**src/rtl/ddr3_axi_pkg.sv**
```systemverilog
// Shared constants for the DDR3 AXI front-end: burst types, response codes
// and the encoding of the burst-sequencing state machine.
package ddr3_axi_pkg;

   localparam logic [1:0] BURST_FIXED = 2'b00;
   localparam logic [1:0] BURST_INCR  = 2'b01;
   localparam logic [1:0] BURST_WRAP  = 2'b10;

   localparam logic [1:0] RESP_OKAY   = 2'b00;
   localparam logic [1:0] RESP_SLVERR = 2'b10;

   typedef enum logic [2:0] {
      ST_IDLE,
      ST_RD_REQ,
      ST_RD_WAIT,
      ST_RD_DATA,
      ST_WR_DATA,
      ST_WR_RESP
   } state_e;

endpackage

```
**src/rtl/ddr3_axi_addr_next.sv**
```systemverilog
// Next beat address for an AXI burst. The step is one data word; WRAP
// bursts stay inside an aligned block of (len+1) words.
module ddr3_axi_addr_next
   import ddr3_axi_pkg::*;
#(
   parameter int WIDTH = 32,
   parameter int ADDRS = 32
) (
   input  logic [ADDRS-1:0] addr_i,
   input  logic [1:0]       burst_i,
   input  logic [7:0]       len_i,
   output logic [ADDRS-1:0] next_o
);

   localparam int STEP_SHIFT = $clog2(WIDTH / 8);

   logic [ADDRS-1:0] incrAddr;
   logic [ADDRS-1:0] wrapSize;
   logic [ADDRS-1:0] wrapMask;

   assign incrAddr = addr_i + ADDRS'(WIDTH / 8);
   assign wrapSize = (ADDRS'(len_i) + ADDRS'(1)) << STEP_SHIFT;
   assign wrapMask = wrapSize - ADDRS'(1);

   // Pick the advance rule; reserved burst type behaves like INCR.
   always_comb begin
      next_o = incrAddr;
      case (burst_i)
         BURST_FIXED: next_o = addr_i;
         BURST_WRAP:  next_o = (addr_i & ~wrapMask) | (incrAddr & wrapMask);
         BURST_INCR:  next_o = incrAddr;
         default:     next_o = incrAddr;
      endcase
   end

endmodule

```
**src/rtl/ddr3_axi_ctrl_core.sv**
```systemverilog
// AXI4 slave front-end: turns one read or write burst at a time into
// single-beat RAM requests. Reads keep at most one RAM request in flight;
// writes are posted and acknowledged on B after the last beat.
module ddr3_axi_ctrl_core
   import ddr3_axi_pkg::*;
#(
   parameter int WIDTH = 32,
   parameter int MASKS = WIDTH / 8,
   parameter int ADDRS = 32
) (
   input  logic             clock,
   input  logic             reset,
   input  logic             axi_awvalid_i,
   output logic             axi_awready_o,
   input  logic [ADDRS-1:0] axi_awaddr_i,
   input  logic [3:0]       axi_awid_i,
   input  logic [7:0]       axi_awlen_i,
   input  logic [1:0]       axi_awburst_i,
   input  logic             axi_wvalid_i,
   output logic             axi_wready_o,
   input  logic             axi_wlast_i,
   input  logic [MASKS-1:0] axi_wstrb_i,
   input  logic [WIDTH-1:0] axi_wdata_i,
   output logic             axi_bvalid_o,
   input  logic             axi_bready_i,
   output logic [1:0]       axi_bresp_o,
   output logic [3:0]       axi_bid_o,
   input  logic             axi_arvalid_i,
   output logic             axi_arready_o,
   input  logic [ADDRS-1:0] axi_araddr_i,
   input  logic [3:0]       axi_arid_i,
   input  logic [7:0]       axi_arlen_i,
   input  logic [1:0]       axi_arburst_i,
   output logic             axi_rvalid_o,
   input  logic             axi_rready_i,
   output logic             axi_rlast_o,
   output logic [1:0]       axi_rresp_o,
   output logic [3:0]       axi_rid_o,
   output logic [WIDTH-1:0] axi_rdata_o,
   output logic             ram_wren_o,
   output logic             ram_rden_o,
   output logic [3:0]       ram_req_id_o,
   output logic [ADDRS-1:0] ram_addr_o,
   output logic [MASKS-1:0] ram_wrmask_o,
   output logic [WIDTH-1:0] ram_wrdata_o,
   input  logic             ram_accept_i,
   input  logic             ram_valid_i,
   input  logic             ram_error_i,
   input  logic [3:0]       ram_resp_id_i,
   input  logic [WIDTH-1:0] ram_rddata_i
);

   state_e           state_q,  state_d;
   logic [3:0]       id_q,     id_d;
   logic [ADDRS-1:0] addr_q,   addr_d;
   logic [7:0]       len_q,    len_d;
   logic [1:0]       burst_q,  burst_d;
   logic [7:0]       beat_q,   beat_d;
   logic [WIDTH-1:0] rdData_q, rdData_d;
   logic [1:0]       rdResp_q, rdResp_d;
   logic             wrErr_q,  wrErr_d;

   logic [ADDRS-1:0] nextAddr;
   logic             lastBeat;
   logic             unusedRespId;

   // Responses come back in order with one request outstanding, so the id is not needed.
   assign unusedRespId = ^ram_resp_id_i;

   assign lastBeat    = (beat_q == len_q);
   assign axi_rdata_o = rdData_q;
   assign axi_rresp_o = rdResp_q;

   ddr3_axi_addr_next #(
      .WIDTH (WIDTH),
      .ADDRS (ADDRS)
   ) u_addrNext (
      .addr_i  (addr_q),
      .burst_i (burst_q),
      .len_i   (len_q),
      .next_o  (nextAddr)
   );

   // Register the burst context; an async reset abandons any burst in progress.
   always_ff @(posedge clock or negedge reset) begin
      if (!reset) begin
         state_q  <= ST_IDLE;
         id_q     <= '0;
         addr_q   <= '0;
         len_q    <= '0;
         burst_q  <= '0;
         beat_q   <= '0;
         rdData_q <= '0;
         rdResp_q <= '0;
         wrErr_q  <= 1'b0;
      end else begin
         state_q  <= state_d;
         id_q     <= id_d;
         addr_q   <= addr_d;
         len_q    <= len_d;
         burst_q  <= burst_d;
         beat_q   <= beat_d;
         rdData_q <= rdData_d;
         rdResp_q <= rdResp_d;
         wrErr_q  <= wrErr_d;
      end
   end

   // Next-state and channel outputs; ready outputs are held low while in reset.
   always_comb begin
      state_d       = state_q;
      id_d          = id_q;
      addr_d        = addr_q;
      len_d         = len_q;
      burst_d       = burst_q;
      beat_d        = beat_q;
      rdData_d      = rdData_q;
      rdResp_d      = rdResp_q;
      wrErr_d       = wrErr_q;
      axi_awready_o = 1'b0;
      axi_arready_o = 1'b0;
      axi_wready_o  = 1'b0;
      axi_bvalid_o  = 1'b0;
      axi_bresp_o   = RESP_OKAY;
      axi_bid_o     = '0;
      axi_rvalid_o  = 1'b0;
      axi_rlast_o   = 1'b0;
      axi_rid_o     = '0;
      ram_wren_o    = 1'b0;
      ram_rden_o    = 1'b0;
      ram_req_id_o  = '0;
      ram_addr_o    = '0;
      ram_wrmask_o  = '0;
      ram_wrdata_o  = '0;
      case (state_q)
         ST_IDLE: begin
            axi_awready_o = reset;
            axi_arready_o = reset & ~axi_awvalid_i;
            if (axi_awvalid_i) begin
               id_d    = axi_awid_i;
               addr_d  = axi_awaddr_i;
               len_d   = axi_awlen_i;
               burst_d = axi_awburst_i;
               beat_d  = '0;
               wrErr_d = 1'b0;
               state_d = ST_WR_DATA;
            end else if (axi_arvalid_i) begin
               id_d    = axi_arid_i;
               addr_d  = axi_araddr_i;
               len_d   = axi_arlen_i;
               burst_d = axi_arburst_i;
               beat_d  = '0;
               state_d = ST_RD_REQ;
            end
         end
         ST_RD_REQ: begin
            ram_rden_o   = 1'b1;
            ram_addr_o   = addr_q;
            ram_req_id_o = id_q;
            if (ram_accept_i) begin
               state_d = ST_RD_WAIT;
            end
         end
         ST_RD_WAIT: begin
            if (ram_valid_i) begin
               rdData_d = ram_rddata_i;
               rdResp_d = ram_error_i ? RESP_SLVERR : RESP_OKAY;
               state_d  = ST_RD_DATA;
            end
         end
         ST_RD_DATA: begin
            axi_rvalid_o = 1'b1;
            axi_rid_o    = id_q;
            axi_rlast_o  = lastBeat;
            if (axi_rready_i) begin
               if (lastBeat) begin
                  state_d = ST_IDLE;
               end else begin
                  addr_d  = nextAddr;
                  beat_d  = beat_q + 8'd1;
                  state_d = ST_RD_REQ;
               end
            end
         end
         ST_WR_DATA: begin
            axi_wready_o = ram_accept_i;
            ram_wren_o   = axi_wvalid_i;
            ram_wrdata_o = axi_wdata_i;
            ram_wrmask_o = axi_wstrb_i;
            if (axi_wvalid_i) begin
               ram_addr_o   = addr_q;
               ram_req_id_o = id_q;
            end
            if (axi_wvalid_i && ram_accept_i) begin
               addr_d = nextAddr;
               beat_d = beat_q + 8'd1;
               if (ram_error_i) begin
                  wrErr_d = 1'b1;
               end
               if (axi_wlast_i || lastBeat) begin
                  state_d = ST_WR_RESP;
               end
            end
         end
         ST_WR_RESP: begin
            axi_bvalid_o = 1'b1;
            axi_bid_o    = id_q;
            axi_bresp_o  = wrErr_q ? RESP_SLVERR : RESP_OKAY;
            if (axi_bready_i) begin
               state_d = ST_IDLE;
            end
         end
         default: begin
            state_d = ST_IDLE;
         end
      endcase
   end

endmodule

```
**config.mk**
```make
export PLATFORM = sky130hd
export DESIGN_NAME = ddr3_axi_ctrl_core
export DESIGN_NICKNAME = d
export VERILOG_FILES = /design/src/rtl/ddr3_axi_pkg.sv /design/src/rtl/ddr3_axi_addr_next.sv /design/src/rtl/ddr3_axi_ctrl_core.sv
export SDC_FILE = /design/constraint.sdc
export NUM_CORES = 1
export LEC_CHECK = 0
export CORE_ASPECT_RATIO = 0.5
export CORE_MARGIN = 2
export CORE_UTILIZATION = 42
export DETAILED_ROUTE_END_ITERATION = 16
export PLACE_DENSITY = 0.82
export SYNTH_ARGS = -nofsm -noshare
export SYNTH_HDL_FRONTEND = slang
export SYNTH_HIERARCHICAL = 1
export SYNTH_SLANG_ARGS = --single-unit
```
**constraint.sdc**
```tcl
create_clock -name clock -period 3.41 [get_ports clock]
set_input_delay 0.5115 -clock clock [delete_from_list [all_inputs] [get_ports clock]]
set_output_delay 0.5115 -clock clock [all_outputs]
set_load 0.01 [all_outputs]
```
==> results.ini <==
[route]
avgViaCountPerCell = 5.19
drt_iter0_markers = 383
drc_errors = 0
ant_nets = 0
drt_wl_total_mm = 18.4
routedWlPerCell_um = 16.4
drt-pass1-iter-count = 5
vias = 5821

[die]
rows = 31
die_x_um = 177
start_util = 0.433
die-area_um2 = 16100
die_y_um = 90.7
coreArea_um2 = 14600
io_pins = 299

[finish]
syn2layout_area_growth_pct = 53.2
fin_area_um2 = 9680
final_cells = 1122
drive_gt1_frac = 0.0942
antenna_cells_inserted = 0
nets = 1097
nFillCells = 1156

[job]
drv_cap = 0

[setup_path]
critical_path_required_ns = 2.90
path_class = flip-flop to output pin
endpoint_kind = output pin
cp_max_fo = 8
arrival_ns = 2.46
startpoint_type = flip-flop

[global_route]
gr-total-overflow = 0
grt_max_degree = 72
antenna_found_initial = 0
grt_usage = 0.229
grt_pass1_vias = 5922
grt_first_pass_wirelength_mm = 29.9

[yosys]
ys.flop_type = dfrtp_1
async_reset_ff_frac = 1.00
synthMostInstantiatedCell = dfrtp_1
ys_warn_count = 6
netlist_top_cells_count = dfrtp_1, and2_1, nand2_1
syn-mean-instance-area_um2 = 9.72
netlist_instances = 650
synth.area.top_cells = dfrtp_1, and2_1, mux2i_1, mux2_4, mux2_1
yosysTopAreaCell = dfrtp_1
synth_seq_cells = 91
synth_edf_count = 0
ys_seq_area_frac = 0.360
yosys.area.top_type_share = 0.360
synth_cell_types = 67
synth_area_um2 = 6320

[placement]
port-buffer-count = 292
place_area_um2 = 9350
dp.cells = 1106
place_hpwl_mm = 13.8
gp_congestion = 0.855

[power_and_ir_drop]
ir_worst_vdd_v = 0.000352
p_leak_nw = 3.96
power_density_nw_per_um2 = 798
total_power_w = 0.00773

[cts]
cts.sinks = 91
post-cts-setup-buffer-count = 0
cts_made_buffers = 9
cts_tree = yes
ctsResizeCount = 0
clk_latency_ns = 0.35
hold_buffers = 0
cts_root_buf = clkbuf_16
h-tree-depth = 3
cts.clk_slew.worst_paths_ns = 0.07
cts_buffer_depth = 2

[timing]
slew_viol_final = 0
hold_viol = 0
fin_setup_tns_ns = 0
worst_slew_pin_slew_ns = 0.905
slew_headroom = 0.396
rsz0062_at_grt = false
fin_skew_ns = 0.00668
fin_crit_sh = 0.871
whs_ns = 0.0581
fmax_mhz = 337
finalCriticalPeriod_ns = 2.97
setup_viol = 0

[worst_hold_path]
holdCritPathClass = input port to asynchronous set/reset pin

[status]
status = finished, final reports clean

logic make-up (layout without fill, tap and decap cells):
| logic type | count (synthesis) | in the layout | share of synthesized area |
|---|---|---|---|
| adder cells (fa/ha/maj) | 3 | 3 | 0.00594 |
| flip-flops | 91 | 91 | 0.360 |
| AO/OA/AOI/OAI | 93 | 93 | 0.0917 |
| buffers and inverters | 52 | 325 | 0.0434 |
| other | 1 | 2 | 0.000594 |
| XOR/XNOR | 44 | 44 | 0.0610 |
| multiplexers | 115 | 115 | 0.213 |
| AND/OR/NAND/NOR | 251 | 251 | 0.224 |
cells in the final DEF, fill, tap and decap left out, types with 4 or more instances in the layout:
cell and instances:
clkdlybuf4s50_1 290, dfrtp_1 91, and2_1 85, nand2_1 51, mux2i_1 48, o21ai_0 38
mux2_1 31, mux2_4 29, xnor2_1 28, nand3_1 26, nor2_1 26, a21oi_1 26
xor2_1 16, and3_1 9, clkbuf_16 9, buf_4 9, nand4_1 8, mux2_2 7
nor3_1 6, nand2b_1 5, inv_1 5, o311ai_1 5, nor3b_1 4, and4_1 4
nand3_2 4
metrics by stage:
step | util | worst slack [ns]
after floorplan | - | 0.994
after global placement | 0.641 | 0.546
after detailed placement | 0.641 | 0.525
after CTS | 0.664 | 0.421
after global routing | 0.664 | 0.226
final | 0.664 | 0.439
critical path, stage by stage (launching register included):
cell             delay, ns
dfrtp_1               0.47
buf_4                 0.19
xor2_1                0.18
nor4_2                0.34
nand2_1               0.17
nor3_1                0.19
clkdlybuf4s50_1       0.58
report_power, final:
group | switching [W] | internal [W] | leakage [nW] | total [W]
Combinational | 0.00184 | 0.00245 | 2.70 | 0.00429
Sequential | 0.000697 | 0.00162 | 1.10 | 0.00231
Clock | 0.000454 | 0.000672 | 0.164 | 0.00113
Total | 0.00299 | 0.00474 | 3.96 | 0.00773
path summary, 6_finish.rpt:
kind	start	endpoint	slack, ns	cells past startpoint
max	len_q[0]	axi_rlast_o	0.44	6
min	reset	addr_q[6]	0.06	1
max reg2reg	len_q[1]	addr_q[19]	0.52	10
min reg2reg	axi_rresp_o[1]	axi_rresp_o[1]	0.48	1
max in group asynchronous	reset	len_q[5]	2.14	2
min in group clock	axi_rresp_o[1]	axi_rresp_o[1]	0.48	1
area by class of cell:
type                       instances  area (um2)  share of cell area
clock inverter                     6        95.1             0.00982
sequential                        91        2280               0.235
inverter                           7        26.3             0.00271
clock buffer                      10         239              0.0247
tap                              198         248              0.0256
timing repair buffer             302        3020               0.311
multi-input combinational        508        3780               0.390
flip-flops by register name, summed over array words and instances (netlist names):
name,cells
wrErr_q,1
beat_q,8
axi_rdata_o,32
burst_q,2
id_q,4
len_q,8
addr_q,32
axi_rresp_o,1
state_q,3
per-layer routing:
metal	wire length, um	vias to the layer above	GRT usage
met5	0	-	0
met4	301	0	0.0717
met3	1110	24	0.0463
met2	9340	193	0.409
met1	7660	2808	0.276
li1	-	2796	-
No activity file was read; power rests on OpenSTA's default activity.
